--- config.mk ---
export PLATFORM = sky130hd
export DESIGN_NAME = step_cmd_gen_flat
export DESIGN_NICKNAME = d
export VERILOG_FILES = /design/src/rtl/step_cmd_gen_pkg.sv /design/src/rtl/step_cmd_gen_if.sv /design/src/rtl/step_cmd_gen_btn_deb.sv /design/src/rtl/step_cmd_gen.sv /design/src/flat_wrapper.sv
export SDC_FILE = /design/constraint.sdc
export NUM_CORES = 1
export LEC_CHECK = 0
export CAP_MARGIN = 40
export CORE_MARGIN = 3
export CORE_UTILIZATION = 50
export DETAILED_ROUTE_END_ITERATION = 12
export GPL_TIMING_DRIVEN = 0
export PLACE_DENSITY = 0.67
export SLEW_MARGIN = 20
export SYNTH_ARGS = -nofsm -noshare
export SYNTH_HDL_FRONTEND = slang
export SYNTH_SLANG_ARGS = --single-unit
--- constraint.sdc ---
create_clock -name CLK -period 7.75 [get_ports CLK]
set_input_delay 0.775 -clock CLK [delete_from_list [all_inputs] [get_ports CLK]]
set_output_delay 0.775 -clock CLK [all_outputs]
set_load 0.05 [all_outputs]
--- src/rtl/step_cmd_gen_pkg.sv ---
// Shared constants and step-pulse encoding for the front-panel step-command generator.
package stepgen_pkg;

   localparam logic [1:0] IDLE = 2'd0;
   localparam logic [1:0] HOLD = 2'd1;
   localparam logic [1:0] RPT  = 2'd2;

   localparam logic DIR_UP = 1'b1;
   localparam logic DIR_DN = 1'b0;

   localparam logic [3:0] ACCEL_THR = 4'd8;
   localparam int         TMR_W     = 24;

   typedef struct packed {
      logic add1;
      logic add10;
      logic sub1;
      logic sub10;
   } step_t;

   function automatic step_t mk_step(input logic dir, input logic big);
      step_t s;
      s = '0;
      if (dir == DIR_UP) begin
         if (big) s.add10 = 1'b1;
         else     s.add1  = 1'b1;
      end else begin
         if (big) s.sub10 = 1'b1;
         else     s.sub1  = 1'b1;
      end
      return s;
   endfunction

endpackage

--- src/rtl/step_cmd_gen_if.sv ---
// Board-side bundle: raw buttons/switch in, step pulses and HELD status out.
interface step_cmd_gen_if;
   logic BTN_UP;
   logic BTN_DN;
   logic SEL10;
   logic ADD1;
   logic ADD10;
   logic SUB1;
   logic SUB10;
   logic HELD;

   modport master (output BTN_UP, BTN_DN, SEL10,
                   input  ADD1, ADD10, SUB1, SUB10, HELD);
   modport slave  (input  BTN_UP, BTN_DN, SEL10,
                   output ADD1, ADD10, SUB1, SUB10, HELD);
endinterface

--- src/rtl/step_cmd_gen_btn_deb.sv ---
// Two-flop synchroniser plus debounce counter; the level flips after DEB_CYC consecutive differing
// samples, and rise_o is a registered one-cycle strobe one clock after the level goes high.
module btn_deb #(
   parameter logic [15:0] DEB_CYC = 16'd50000
) (
   input  logic CLK,
   input  logic RST,
   input  logic raw_i,
   output logic lvl_o,
   output logic rise_o
);
   logic        s1_q, s2_q;
   logic        lvl_q, lvl_d, lvl_dly_q, rise_q;
   logic [15:0] cnt_q, cnt_d;

   // Counter only survives while the synced level keeps disagreeing.
   always_comb begin
      cnt_d = '0;
      lvl_d = lvl_q;
      if (s2_q != lvl_q) begin
         if (cnt_q == DEB_CYC - 16'd1) lvl_d = s2_q;
         else                          cnt_d = cnt_q + 16'd1;
      end
   end

   always_ff @(posedge CLK or posedge RST) begin
      if (RST) begin
         s1_q      <= 1'b0;
         s2_q      <= 1'b0;
         lvl_q     <= 1'b0;
         lvl_dly_q <= 1'b0;
         rise_q    <= 1'b0;
         cnt_q     <= '0;
      end else begin
         s1_q      <= raw_i;
         s2_q      <= s1_q;
         lvl_q     <= lvl_d;
         lvl_dly_q <= lvl_q;
         rise_q    <= lvl_q & ~lvl_dly_q;
         cnt_q     <= cnt_d;
      end
   end

   assign lvl_o  = lvl_q;
   assign rise_o = rise_q;
endmodule

--- src/rtl/step_cmd_gen.sv ---
// Step-command generator: debounced up/down buttons drive one-cycle ADD/SUB pulses with hold-to-repeat.
// Define STEPGEN_ACCEL_EN to promote fine steps to coarse after ACCEL_THR repeat pulses in one hold.
module step_cmd_gen
   import stepgen_pkg::*;
#(
   parameter logic [15:0]      DEB_CYC = 16'd50000,
   parameter logic [TMR_W-1:0] RPT_DLY = 24'd5000000,
   parameter logic [TMR_W-1:0] RPT_PER = 24'd1000000
) (
   input logic           CLK,
   input logic           RST,
   step_cmd_gen_if.slave bus
);
   logic             up_lvl, up_rise, dn_lvl, dn_rise;
   logic             sel_s1_q, sel_s2_q;
   logic [1:0]       state_q, state_d;
   logic [TMR_W-1:0] tmr_q, tmr_d;
   logic             dir_q, dir_d;
   step_t            out_q, out_d;
   logic             go_up, go_dn, fire, big, lat_lvl, oth_lvl, promote;

   btn_deb #(.DEB_CYC(DEB_CYC)) u_deb_up (
      .CLK(CLK), .RST(RST), .raw_i(bus.BTN_UP), .lvl_o(up_lvl), .rise_o(up_rise));
   btn_deb #(.DEB_CYC(DEB_CYC)) u_deb_dn (
      .CLK(CLK), .RST(RST), .raw_i(bus.BTN_DN), .lvl_o(dn_lvl), .rise_o(dn_rise));

   always_ff @(posedge CLK or posedge RST) begin
      if (RST) begin
         sel_s1_q <= 1'b0;
         sel_s2_q <= 1'b0;
      end else begin
         sel_s1_q <= bus.SEL10;
         sel_s2_q <= sel_s1_q;
      end
   end

   assign lat_lvl = (dir_q == DIR_UP) ? up_lvl : dn_lvl;
   assign oth_lvl = (dir_q == DIR_UP) ? dn_lvl : up_lvl;

   // A rise only counts while the other button is debounced low, so both-pressed never fires.
   always_comb begin
      state_d = state_q;
      tmr_d   = tmr_q;
      dir_d   = dir_q;
      fire    = 1'b0;
      go_up   = up_rise & ~dn_lvl;
      go_dn   = dn_rise & ~up_lvl;
      case (state_q)
         IDLE: begin
            if (go_up ^ go_dn) begin
               fire    = 1'b1;
               dir_d   = go_up ? DIR_UP : DIR_DN;
               tmr_d   = RPT_DLY - 24'd1;
               state_d = HOLD;
            end
         end
         HOLD, RPT: begin
            if (!lat_lvl || oth_lvl) begin
               state_d = IDLE;
               tmr_d   = '0;
            end else if (tmr_q == '0) begin
               fire    = 1'b1;
               tmr_d   = RPT_PER - 24'd1;
               state_d = RPT;
            end else begin
               tmr_d   = tmr_q - 24'd1;
            end
         end
         default: begin
            state_d = IDLE;
            tmr_d   = '0;
         end
      endcase
   end

`ifdef STEPGEN_ACCEL_EN
   logic [3:0] rep_q, rep_d;

   assign promote = (rep_q >= ACCEL_THR);

   always_comb begin
      rep_d = rep_q;
      if (state_d == IDLE)
         rep_d = '0;
      else if (fire && state_q != IDLE && rep_q < ACCEL_THR)
         rep_d = rep_q + 4'd1;
   end

   always_ff @(posedge CLK or posedge RST) begin
      if (RST) rep_q <= '0;
      else     rep_q <= rep_d;
   end
`else
   assign promote = 1'b0;
`endif

   assign big   = sel_s2_q | promote;
   assign out_d = fire ? mk_step(dir_d, big) : '0;

   always_ff @(posedge CLK or posedge RST) begin
      if (RST) begin
         state_q <= IDLE;
         tmr_q   <= '0;
         dir_q   <= DIR_DN;
         out_q   <= '0;
      end else begin
         state_q <= state_d;
         tmr_q   <= tmr_d;
         dir_q   <= dir_d;
         out_q   <= out_d;
      end
   end

   assign bus.ADD1  = out_q.add1;
   assign bus.ADD10 = out_q.add10;
   assign bus.SUB1  = out_q.sub1;
   assign bus.SUB10 = out_q.sub10;
   assign bus.HELD  = (state_q != IDLE);
endmodule

--- src/flat_wrapper.sv ---
// flat-port wrapper written by rule: the top's interface ports become plain ports
module step_cmd_gen_flat import stepgen_pkg::*;
#(
   parameter logic [15:0]      DEB_CYC = 16'd50000,
   parameter logic [TMR_W-1:0] RPT_DLY = 24'd5000000,
   parameter logic [TMR_W-1:0] RPT_PER = 24'd1000000
)
  (CLK, RST, bus_BTN_UP, bus_BTN_DN, bus_SEL10, bus_ADD1, bus_ADD10, bus_SUB1, bus_SUB10, bus_HELD);
  step_cmd_gen_if bus_i ();
  input logic CLK;
  input logic RST;
  input wire logic [$bits(bus_i.BTN_UP)-1:0] bus_BTN_UP;
  input wire logic [$bits(bus_i.BTN_DN)-1:0] bus_BTN_DN;
  input wire logic [$bits(bus_i.SEL10)-1:0] bus_SEL10;
  output wire logic [$bits(bus_i.ADD1)-1:0] bus_ADD1;
  output wire logic [$bits(bus_i.ADD10)-1:0] bus_ADD10;
  output wire logic [$bits(bus_i.SUB1)-1:0] bus_SUB1;
  output wire logic [$bits(bus_i.SUB10)-1:0] bus_SUB10;
  output wire logic [$bits(bus_i.HELD)-1:0] bus_HELD;
  assign bus_i.BTN_UP = bus_BTN_UP;
  assign bus_i.BTN_DN = bus_BTN_DN;
  assign bus_i.SEL10 = bus_SEL10;
  assign bus_ADD1 = bus_i.ADD1;
  assign bus_ADD10 = bus_i.ADD10;
  assign bus_SUB1 = bus_i.SUB1;
  assign bus_SUB10 = bus_i.SUB10;
  assign bus_HELD = bus_i.HELD;
  step_cmd_gen #(.DEB_CYC(DEB_CYC), .RPT_DLY(RPT_DLY), .RPT_PER(RPT_PER)) u_core (.CLK(CLK), .RST(RST), .bus(bus_i));
endmodule
# Word level (Yosys, flattened, before mapping)
# Cells that the tools add are included.
[totals]
reg_bits = 75
input_bits = 5
output_inout_bits = 5
elab_cells = 76
[classes]
addsub = 3
n_eq_ne = 8
n_mux = 26
bitwise_logic = 9
reduce_logical = 9
[op_table]
columns = ["cell", "n"]
rows = [
  ["$mux 24", 3],
  ["$mux 16", 4],
  ["$pmux 24 s2", 1],
  ["$add 16x1->16 const B", 2],
  ["$eq 16x16->1 const B", 2],
  ["$logic_not 24->1", 1],
  ["$sub 24x1->24 const B", 1],
  ["$mux 1", 10],
  ["$mux 2", 5],
  ["$reduce_and 2->1", 3],
  ["$and 1x1->1", 4],
  ["$mux 4", 1],
  ["$not 1->1", 4],
  ["$pmux 2 s2", 1],
  ["$ne 3x1->1 const B", 1],
  ["$eq 2x1->1 const B", 1],
  ["$eq 2x2->1 const B", 1],
  ["$logic_not 2->1", 1],
  ["$ne 1x1->1", 2],
  ["$ne 2x1->1 const B", 1],
  ["$pmux 1 s2", 1],
  ["$reduce_bool 2->1", 1],
  ["$reduce_or 2->1", 1],
  ["$logic_not 1->1", 1],
  ["other kinds (2)", 2],
]

# Logic depth before layout (Yosys ltp)
[depth]
word_depth = 7
mapped_depth = 8
mapped_depth_nobuf = 7

# Cells and area by module
# From an unflattened synthesis, not the netlist that was laid out.
[unflattened]
cells_unflattened = 375
hier_area_um2 = 3960.0
[modules_own_cells]
columns = ["module", "n_inst", "cells_each", "area_per_inst_um2", "seq_area_each_um2"]
rows = [
  ["btn_deb", 2, 87, 1044.8, 525.5],
  ["step_cmd_gen", 1, 201, 1870.5, 825.8],
]

# Least setup slack after synthesis
# Ideal clock, no wire load.
[synth_timing]
kind = "register -> register"
from = "register u_core.tmr_q[0]"
to = "register u_core.tmr_q[18]"
setup_ns = 0.087
arrival_ns = 2.399
t_required_ns = 7.663
setup_slack_ns = 5.264
stages_incl_launch_ff = 8
n_path_buf = 0
synth_period_minus_slack_ns = 2.486
path_cell_list = "dfrtp_1 -> inv_1 -> ha_1 -> or4b_2 -> or3_1 -> or3_1 -> or3_1 -> o211ai_1"
[synth_via]
elab_chain_cells = 4
word_cells_on_any_way = 5
cone_classes = "add/sub (1); mux (3); reduce/logical (1)"
[synth_rtl]
columns = ["element", "line", "source"]
rows = [
  ["from (decl)", "step_cmd_gen.sv:17", "logic [TMR_W-1:0] tmr_q, tmr_d;"],
  ["from (signal assigned)", "step_cmd_gen.sv:108", "tmr_q <= tmr_d;"],
  ["$sub 24x1->24 / $logic_not 24->1 (equally long branches)", "step_cmd_gen.sv:66, step_cmd_gen.sv:61", ""],
  ["$mux 24 *", "step_cmd_gen.sv:61", "end else if (tmr_q == '0) begin"],
  ["$mux 24 *", "step_cmd_gen.sv:58", "if (!lat_lvl || oth_lvl) begin"],
  ["$pmux 24 s2 *", "step_cmd_gen.sv:48", "case (state_q)"],
]
# Every way passes the cells marked *; elsewhere a longest branch is shown, timed or not.
# A chain may end at the register's enable or synchronous reset.

# Final worst setup path
[layout_timing]
from = "register u_core.u_deb_dn.lvl_q (netlist: u_core.u_deb_dn.lvl_o)"
to = "register u_core.tmr_q[4]"
[layout_via]
elab_chain_cells = 5
word_cells_on_any_way = 10
cone_classes = "eq/ne (1); mux (4); bitwise (3); reduce/logical (2)"
[layout_rtl]
columns = ["element", "line", "source"]
rows = [
  ["from (decl)", "step_cmd_gen_btn_deb.sv:13", "logic lvl_q, lvl_d, lvl_dly_q, rise_q;"],
  ["from (signal assigned)", "step_cmd_gen_btn_deb.sv:37", "lvl_q <= lvl_d;"],
  ["$mux 1", "step_cmd_gen.sv:37", "assign lat_lvl = (dir_q == DIR_UP) ? up_lvl : dn_lvl;"],
  ["$logic_not 1->1", "step_cmd_gen.sv:58", ""],
  ["$logic_or 1x1->1", "step_cmd_gen.sv:58", ""],
  ["$mux 24", "step_cmd_gen.sv:58", ""],
  ["$pmux 24 s2", "step_cmd_gen.sv:48", ""],
]
# Parallel ways exist; a longest one is shown, timed or not.

==> reports/metrics.cfg <==
[clock_tree]
cts_tree = yes
numCtsBuffers = 9
path_clk_slew_ns = 0.09
clockBufferDepth = 2
cts.sinks = 75
hold_buffers = 0
insertion_delay_ns = 0.35
cts-htree-levels = 3
cts_resized = 0
post_cts.repair.setup_buffers = 0
ctsRootBufferMaster = clkbuf_8

[floorplanning]
die-area_mm2 = 0.00855
ioPinCount = 10
core_mm2 = 0.00702
die_y_um = 92.4
fp.dieW_um = 92.4
initial_core_util = 0.532
rows = 30

[cells_and_area]
fin_nets = 404
drive_gt1_frac = 0.0879
final_common_cell = dfrtp_1
layout_common_cells = 75 x dfrtp_1, 49 x nor2_1, 25 x nand2_1, 20 x xnor2_1, 20 x nand3_1
register_area_mm2 = 0.00188
area_growth_pct = 12.4
multi_input_area_mm2 = 0.00175
antenna_cells = 0
fillers = 604

[route]
vias = 2860
firstDrtPassIters = 4
avgViaCountPerCell = 5.79
drt-total-wl_um = 7580
avgRoutedWirePerCell_um = 15.3
drt-initial-drc-count = 134
ant_nets = 0
drcViolationCount = 0

[power_and_ir_drop]
powerDensity_mw_per_mm2 = 179
pwr-share-seq = 0.529
p_sw_uw = 162
switching_share = 0.215
leakagePower_uw = 0.00192
internal-power_uw = 592
comb_power_share = 0.025
clock_power_share = 0.447
peakVddDrop_v = 0.0000984

[grt]
antenna_found_initial = 0
grtUsageTotal = 0.194
grt_max_degree = 55
grt_overflow = 0
grt_pass1_vias = 2790
grt_pass1_wl_um = 13200

[logic_synthesis]
syn-num-nets = 383
synth-seq-cells = 75
yosysSeqAreaShare = 0.502
avgSynthCellArea_um2 = 10.0
synthFlopType = dfrtp_1
syn_area_mm2 = 0.00374
synth_cells = 372
yosysWarnings = 0
synth-edff-count = 0
synthArstFlopShare = 1.00
synthDistinctLibCells = 56

[sta]
hold_violations = 0
tns_ns = 0
slew_violations = 0
fin_crit_sh = 0.379
finalSetupViolCount = 0
rsz0062_at_grt = false
whs_ns = 0.350
worstMarginPinSlew_ns = 0.744
fin_worst_skew_ns = 0.0121
min_period_ns = 2.94
slew_headroom = 0.503
timing.fmax_mhz = 340

[min_path]
whs_path_depth = 0
hp-class = flop to flop
holdPathEnd = u_core.big
hp-start = u_core.sel_s1_q

[place]
dp.final_hpwl_um = 5260
port_buffers = 9
gp_congestion = 0.848

[critical_path]
crit_chain = nand2b_1 > xnor2_1 > clkbuf_1 > nor3_1 > a21oi_2 > o311ai_0
path_max_fanout = 10
r2r_slack_ns = 4.81
crit_arrival_ns = 3.11
crit_slowest_cell = xnor2_1
worstSetupPathType = flop to flop
critPathRequiredTime_ns = 7.92
slowest_delay_ns = 0.56
end_kind = flop
critical_path.startpoint_type = flop
r2r_end = u_core.tmr_q[4]
r2r_cells = 6
timing.rr.start = u_core.u_deb_dn.lvl_o

[status]
status = complete, no violations

[flow_run]
maxCapViolCount = 0

-- critical path, delay by kind of cell (launching register included) --
kind | cells | cell delay, ns
AO/OA/AOI/OAI | 2 | 0.76
XOR/XNOR | 1 | 0.56
buffers and inverters | 1 | 0.53
flip-flops | 1 | 0.46
AND/OR/NAND/NOR | 2 | 0.44
-- kinds of logic (layout without fill, tap and decap cells) --
group | Yosys count | after routing | share of synthesized area
simple gates | 168 | 168 | 0.242
flops | 75 | 75 | 0.502
compound gates | 59 | 59 | 0.114
xor+xnor | 36 | 36 | 0.0844
buf+inv | 26 | 52 | 0.0305
fa+ha+maj | 6 | 6 | 0.0201
mux | 2 | 2 | 0.00603
-- per-stage QoR --
step                cells  cell area [um^2]   util  setup WS, ns  total power (uW)
floorplan             372              3740      -          5.07               417
global placement      477              3950  0.562          3.83               423
detailed placement    478              3980  0.566          4.86               426
CTS                   494              4200  0.598          4.84               763
global route          494              4200  0.598          4.59               784
finish                494              4200  0.598          4.81               753
-- routing by layer --
| layer | up-vias | GRT usage | share of wire |
|---|---|---|---|
| li1 | 1380 | - | - |
| met1 | 1398 | 0.269 | 0.47 |
| met2 | 76 | 0.302 | 0.46 |
| met3 | 6 | 0.0552 | 0.057 |
| met4 | 0 | 0.0470 | 0.0069 |
| met5 | - | 0 | 0 |
-- Yosys cell counts, types with 7 or more instances --
master / count / area (um^2)
dfrtp_1: 75 / 1880
nor2_1: 49 / 184
nand2_1: 25 / 93.8
nand3_1: 20 / 100
xnor2_1: 20 / 175
xor2_1: 16 / 140
inv_1: 14 / 52.6
a21oi_1: 13 / 65.1
nor3_1: 13 / 65.1
and3_1: 9 / 56.3
nand4_1: 9 / 56.3
o211ai_1: 8 / 60.1
clkbuf_1: 7 / 26.3
o21ai_0: 7 / 35.0
or3_1: 7 / 43.8
-- state kept, by name, indices dropped and copies added, names as in the netlist, 2 cells and up --
name	cells
u_core.state_q	2
u_core.tmr_q	24
u_core.u_deb_dn.cnt_q	16
u_core.u_deb_up.cnt_q	16
-- layout make-up --
class,instances,share of cell area
sequential,75,0.447
multi-input combinational,271,0.416
clock buffer,10,0.0328
tap,96,0.0286
timing repair buffer,10,0.0280
clock inverter,6,0.0206
buffer,12,0.0146
inverter,14,0.0131
-- worst max path at each step --
| stage | startpoint | end | slack [ns] | cells past startpoint |
|---|---|---|---|---|
| after floorplan | RST | u_core.big | 5.07 | 1 |
| after global placement | RST | u_core.u_deb_dn.cnt_q[13] | 3.83 | 2 |
| after detailed placement | u_core.u_deb_dn.lvl_o | u_core.tmr_q[4] | 4.86 | 6 |
| after CTS | u_core.state_q[1] | bus_HELD | 4.84 | 5 |
| after global routing | u_core.u_deb_dn.lvl_o | u_core.tmr_q[4] | 4.59 | 6 |
| final | u_core.u_deb_dn.lvl_o | u_core.tmr_q[4] | 4.81 | 6 |
-- power by group through the flow --
stage          Combinational [uW]  Clock [uW]  Sequential (uW)
2_1_floorplan                11.6           0              405
3_3_place_gp                 17.3           0              406
3_5_place_dp                 19.5           0              406
4_1_cts                      19.5         345              398
5_1_grt                      21.5         363              399
6_report                     18.7         336              398
No activity file was read; power rests on OpenSTA's default activity.
